`src/rtl/ascon_pack.sv`:
```
// Shared ASCON definitions: state type, round-count type and round-constant table.
// Word x0 occupies bits [319:256] and x4 occupies bits [63:0].
package ascon_pack;

   typedef logic [319:0] type_state;
   typedef logic [3:0]   round_cnt_t;

   localparam round_cnt_t MAX_ROUNDS = 4'd12;

   // c_i = {~i, i}; entries 12..15 are never enabled and stay zero
   localparam logic [15:0][7:0] ROUND_CONST = {
      8'h00, 8'h00, 8'h00, 8'h00,
      8'h4b, 8'h5a, 8'h69, 8'h78, 8'h87, 8'h96,
      8'ha5, 8'hb4, 8'hc3, 8'hd2, 8'he1, 8'hf0
   };

   typedef enum logic {
      IDLE = 1'b0,
      RUN  = 1'b1
   } fsm_e;

   function automatic logic [63:0] ror64(input logic [63:0] x, input logic [6:0] n);
      return (x >> n) | (x << (7'd64 - n));
   endfunction

endpackage

```
`src/rtl/ascon_round.sv`:
```
// One combinational ASCON round: constant addition, bitsliced S-box, linear diffusion.
// When en_i is low the state passes through untouched.
module ascon_round
   import ascon_pack::*;
(
   input  type_state  state_i,
   input  round_cnt_t round_i,
   input  logic       en_i,
   output type_state  state_o
);

   logic [63:0] x0, x1, x2, x3, x4;
   logic [63:0] t0, t1, t2, t3, t4;
   logic [63:0] y0, y1, y2, y3, y4;

   always_comb begin
      x0 = state_i[319:256];
      x1 = state_i[255:192];
      x2 = state_i[191:128] ^ {56'h0, ROUND_CONST[round_i]};
      x3 = state_i[127:64];
      x4 = state_i[63:0];

      x0 = x0 ^ x4;
      x4 = x4 ^ x3;
      x2 = x2 ^ x1;
      t0 = ~x0 & x1;
      t1 = ~x1 & x2;
      t2 = ~x2 & x3;
      t3 = ~x3 & x4;
      t4 = ~x4 & x0;
      x0 = x0 ^ t1;
      x1 = x1 ^ t2;
      x2 = x2 ^ t3;
      x3 = x3 ^ t4;
      x4 = x4 ^ t0;
      x1 = x1 ^ x0;
      x0 = x0 ^ x4;
      x3 = x3 ^ x2;
      x2 = ~x2;

      y0 = x0 ^ ror64(x0, 7'd19) ^ ror64(x0, 7'd28);
      y1 = x1 ^ ror64(x1, 7'd61) ^ ror64(x1, 7'd39);
      y2 = x2 ^ ror64(x2, 7'd1)  ^ ror64(x2, 7'd6);
      y3 = x3 ^ ror64(x3, 7'd10) ^ ror64(x3, 7'd17);
      y4 = x4 ^ ror64(x4, 7'd7)  ^ ror64(x4, 7'd41);

      if (en_i) begin
         state_o = {y0, y1, y2, y3, y4};
      end else begin
         state_o = state_i;
      end
   end

endmodule

```
`src/rtl/ascon_permutation_engine.sv`:
```
// Iterative ASCON permutation applying UNROLL rounds per clock over the last nr of 12 rounds.
// rnd_q holds the index of the next round to apply; it saturates at MAX_ROUNDS.
module ascon_permutation_engine
   import ascon_pack::*;
#(
   parameter int UNROLL = 1
) (
   input  logic      clock_i,
   input  logic      resetb_i,
   input  logic      start_i,
   input  logic [3:0] nrounds_i,
   input  type_state state_i,
   output logic      busy_o,
   output logic      done_o,
   output type_state state_o
);

   fsm_e       fsm_q, fsm_d;
   round_cnt_t rnd_q, rnd_d;
   type_state  state_q, state_d;
   logic       done_q, done_d;

   round_cnt_t nr_s;
   round_cnt_t base_s;
   logic [4:0] next_s;
   round_cnt_t next_sat_s;
   logic       last_s;
   type_state  chain_s [UNROLL+1];
   round_cnt_t idx_s   [UNROLL];

   assign nr_s       = (nrounds_i > MAX_ROUNDS) ? MAX_ROUNDS : nrounds_i;
   assign base_s     = (fsm_q == RUN) ? rnd_q : (MAX_ROUNDS - nr_s);
   assign chain_s[0] = (fsm_q == RUN) ? state_q : state_i;
   assign next_s     = {1'b0, base_s} + 5'(UNROLL);
   assign last_s     = (next_s >= {1'b0, MAX_ROUNDS});
   assign next_sat_s = last_s ? MAX_ROUNDS : next_s[3:0];

   // Stages whose round index runs past 11 are bypassed, covering partial groups
   for (genvar g = 0; g < UNROLL; g++) begin : g_round
      assign idx_s[g] = base_s + 4'(g);
      ascon_round u_round (
         .state_i (chain_s[g]),
         .round_i (idx_s[g]),
         .en_i    (idx_s[g] < MAX_ROUNDS),
         .state_o (chain_s[g+1])
      );
   end

   // Next-state logic: accept in IDLE, advance in RUN, pulse done on the final group
   always_comb begin
      fsm_d   = fsm_q;
      rnd_d   = rnd_q;
      state_d = state_q;
      done_d  = 1'b0;
      case (fsm_q)
         IDLE: begin
            if (start_i) begin
               state_d = chain_s[UNROLL];
               rnd_d   = next_sat_s;
               if (last_s) begin
                  fsm_d  = IDLE;
                  done_d = 1'b1;
               end else begin
                  fsm_d  = RUN;
                  done_d = 1'b0;
               end
            end else begin
               fsm_d   = IDLE;
               state_d = state_q;
            end
         end
         RUN: begin
            state_d = chain_s[UNROLL];
            rnd_d   = next_sat_s;
            if (last_s) begin
               fsm_d  = IDLE;
               done_d = 1'b1;
            end else begin
               fsm_d  = RUN;
               done_d = 1'b0;
            end
         end
         default: begin
            fsm_d   = IDLE;
            rnd_d   = 4'd0;
            state_d = '0;
            done_d  = 1'b0;
         end
      endcase
   end

   // State, counter and done registers
   always_ff @(posedge clock_i or negedge resetb_i) begin
      if (!resetb_i) begin
         fsm_q   <= IDLE;
         rnd_q   <= 4'd0;
         state_q <= '0;
         done_q  <= 1'b0;
      end else begin
         fsm_q   <= fsm_d;
         rnd_q   <= rnd_d;
         state_q <= state_d;
         done_q  <= done_d;
      end
   end

   assign busy_o  = (fsm_q == RUN);
   assign done_o  = done_q;
   assign state_o = state_q;

endmodule

```
`config.mk`:
```
export PLATFORM = sky130hd
export DESIGN_NAME = ascon_permutation_engine
export DESIGN_NICKNAME = d
export VERILOG_FILES = /design/src/rtl/ascon_pack.sv /design/src/rtl/ascon_round.sv /design/src/rtl/ascon_permutation_engine.sv
export SDC_FILE = /design/constraint.sdc
export NUM_CORES = 2
export LEC_CHECK = 0
export ABC_AREA = 1
export BUFFER_PORTS_ARGS = -buffer_cell sky130_fd_sc_hd__buf_4
export CELL_PAD_IN_SITES_DETAIL_PLACEMENT = 0
export CELL_PAD_IN_SITES_GLOBAL_PLACEMENT = 1
export CORE_UTILIZATION = 40
export DETAILED_ROUTE_END_ITERATION = 7
export PLACE_DENSITY = 0.9
export RECOVER_POWER = 100
export SYNTH_ARGS = -nofsm -noshare
export SYNTH_HDL_FRONTEND = slang
export SYNTH_SLANG_ARGS = --single-unit
```
`constraint.sdc`:
```
create_clock -name clock_i -period 6.3 [get_ports clock_i]
set_clock_uncertainty 0.15 [all_clocks]
set_input_delay 0.315 -clock clock_i [delete_from_list [all_inputs] [get_ports clock_i]]
set_output_delay 0.315 -clock clock_i [all_outputs]
set_load 0.1 [all_outputs]
```
==> qor.yml <==
final.period_utilization_pct: 91.0
r2r-start: "busy_o"
cp-start-kind: "flop"
antenna_left: 0
crit_top_cell: "nand3_1"
cp_slowest_cell: "mux2i_1"
fin_nets: 7375
cts_resized: 0
grt_pass1_vias: 41700
yosysSeqAreaShare_pct: 21.0
cts.clk_slew.worst_paths_ns: 0.07
grt_pass1_wl_mm: 334
path_max_fanout: 90
placeableCoreArea_um2: 95600
met1_usage_pct: 63.5
cts_sinks: 326
htreeDepth: 2
use_met2_pct: 70.0
drc: 0
drive_above_1_share_pct: 11.6
syn_area_um2: 38800
antenna_found_initial: 23
numPlacedInstances: 8117
hold_class: "in2reg"
hold_path_startpoint: "state_i[130]"
cts_root_buffer: "clkbuf_16"
port_buffers: 648
slowest_delay_ns: 1.45
vias: 47300
dr.pass1.iters: 7
grt_max_degree: 171
crit_start: "busy_o"
busiest_layer: "met2"
use_met3_pct: 14.8
post-place-ws_ns: 1.09
cp_cell_sequence: "buf_12, mux2i_1, a21boi_0, xnor2_1, nand2_1, nand3_1, nand3_1, nand3_1, nand2_1"
cts_setup_buffers: 0
die_area_um2: 98300
async_flop_share_pct: 100
relSlewSlack_pct: -165
worstMarginPinSlew_ns: 3.98
synth_ff_type: "dfrtp_1"
fp.dieW_um: 314
clk_latency_ns: 0.66
cp.required_ns: 6.67
setup_slack_ns: 0.569
track_usage_pct: 49.1
slew_violations: 507
finalSetupViolCount: 0
die_h_um: 314
holdWs_ns: 0.0309
num_io_pins: 649
synth-seq-cells: 326
detail_route.wirelength_mm: 250
rows: 113
fin_setup_tns_ns: 0
final_cells: 8224
synth_edf_count: 0
start_util_pct: 40.6
synth_fp_nets: 6705
cts.path.max_buffers: 3
overflow: 0
status: "finished with violations"
crit_type: "reg2reg"
gp_congestion: 1.14
min_period_ns: 5.73
area_growth_pct: 18.1
max_freq_mhz: 175
endpoint_kind: "flop"
rsz0062_at_grt: "false"
syn_area_per_cell_um2: 6.22
dp_hpwl_mm: 208
via_per_inst: 5.75
cap_violations: 12
wl_per_cell_um: 30.4
cp_data_arrival_time_ns: 6.10
cts-buffers-inserted: 46
synthCells: 6247
yosys_warnings: 0
hold_viol: 0
violations: "capacitance limit, slew limit"
drt_iter0_drc: 6803
yosysUniqueCellTypes: 48
cts_tree: "done"
-- per-layer routing --
layer | part of all wire (%) | wire (µm) | vias to the layer above
li1 | - | - | 20900
met1 | 38 | 95700 | 22400
met2 | 40 | 101000 | 3339
met3 | 13 | 32800 | 657
met4 | 8.3 | 20700 | 14
met5 | 0.052 | 129 | -
-- synthesized netlist by cell type, types with 3 or more instances --
cell	instances	area share, %
a21boi_0	3	0.058
a21boi_1	30	0.58
a21oi_1	45	0.58
buf_1	10	0.097
buf_2	68	0.88
buf_4	11	0.21
buf_6	33	0.96
clkbuf_1	90	0.87
dfrtp_1	326	21
ha_1	131	4.2
inv_1	525	5.1
inv_2	27	0.26
mux2i_1	10	0.26
mux2i_2	33	1.2
nand2_1	2850	28
nand2_2	32	0.52
nand2_4	4	0.12
nand3_1	506	6.5
nand3_2	5	0.13
nand3b_1	4	0.077
nor2_1	107	1.0
o211ai_1	24	0.46
o21a_1	36	0.70
o21ai_0	298	3.8
o21ai_1	185	2.4
o21ai_2	64	1.4
o21ai_4	3	0.13
o21bai_1	21	0.41
o22ai_1	5	0.081
or2_0	11	0.18
or2_1	25	0.40
or2_2	42	0.68
xnor2_1	153	3.5
xnor2_2	4	0.17
xor2_1	446	10
xor2_2	51	2.1
xor2_4	14	0.99
-- flip-flops by register name, indices dropped and copies added, names as in the netlist --
register	cells
state_o	320
rnd_q	4
busy_o	1
done_o	1
-- worst max-delay path, delay by kind of cell, from the launching register on --
family / cells / cell delay, ns
simple gates: 5 / 0.84
buf+inv: 1 / 0.40
flops: 1 / 0.86
mux: 1 / 1.45
xor+xnor: 1 / 0.93
compound gates: 1 / 0.93
-- path summary, 6_finish.rpt --
path,end,slack [ns],cells after the start
max in group asynchronous,state_o[272],1.40,3
hold reg to reg,rnd_q[1],0.34,2
min in group asynchronous,state_o[180],0.12,2
setup / recovery,state_o[107],0.57,9
setup reg to reg,state_o[107],0.57,9
hold / removal,state_o[130],0.03,5
-- final cells by class --
class,instances,area (µm²)
Sequential cell,326,8160
Clock inverter,23,318
Clock buffer,61,1300
Timing Repair Buffer,837,5170
Fill cell,10400,49700
Antenna cell,6,15.0
Multi-Input combinational cell,5152,27200
Inverter,554,2090
Tap cell,1265,1580
-- layout by cell type, fill, tap and decap left out, types with 5 or more instances in the layout --
cell type	n
a21boi_1	29
a21oi_1	45
buf_12	10
buf_4	463
bufinv_16	7
clkbuf_1	347
clkbuf_16	47
clkbuf_2	5
clkbuf_8	7
clkinv_2	8
dfrtp_1	325
diode_2	6
dlygate4sd3_1	17
ha_1	131
inv_1	530
inv_2	20
mux2i_1	13
mux2i_2	30
nand2_1	2862
nand2_2	20
nand3_1	506
nand3_2	5
nor2_1	106
o211ai_1	24
o21a_1	36
o21ai_0	376
o21ai_1	112
o21ai_2	59
o21bai_1	21
o22ai_1	5
or2_0	11
or2_1	25
or2_2	42
xnor2_1	154
xor2_1	457
xor2_2	42
xor2_4	12
-- per-stage QoR --
step | cell area (µm²) | util (%)
after floorplan | 38800 | -
after global placement | 45600 | 47.7
after detailed placement | 45600 | 47.7
after CTS | 47400 | 49.6
after global routing | 45800 | 48.0
final | 45900 | 48.0
-- kinds of logic after synthesis --
group | Yosys count | share of synthesized area (%)
AND/OR/NAND/NOR | 3589 | 37.2
buffers and inverters | 769 | 8.46
AO/OA/AOI/OAI | 721 | 10.8
XOR/XNOR | 668 | 16.8
flip-flops | 326 | 21.0
adder cells (fa/ha/maj) | 131 | 4.22
multiplexers | 43 | 1.43
-- repair_timing --
item                                    CTS  global route
hold endpoints to repair                 92             0
endpoints found under the setup margin    0             0
hold buffers                             17             0
Power is not shown: default switching activity piles up to over one toggle a cycle in this logic, so the estimate is an artifact.
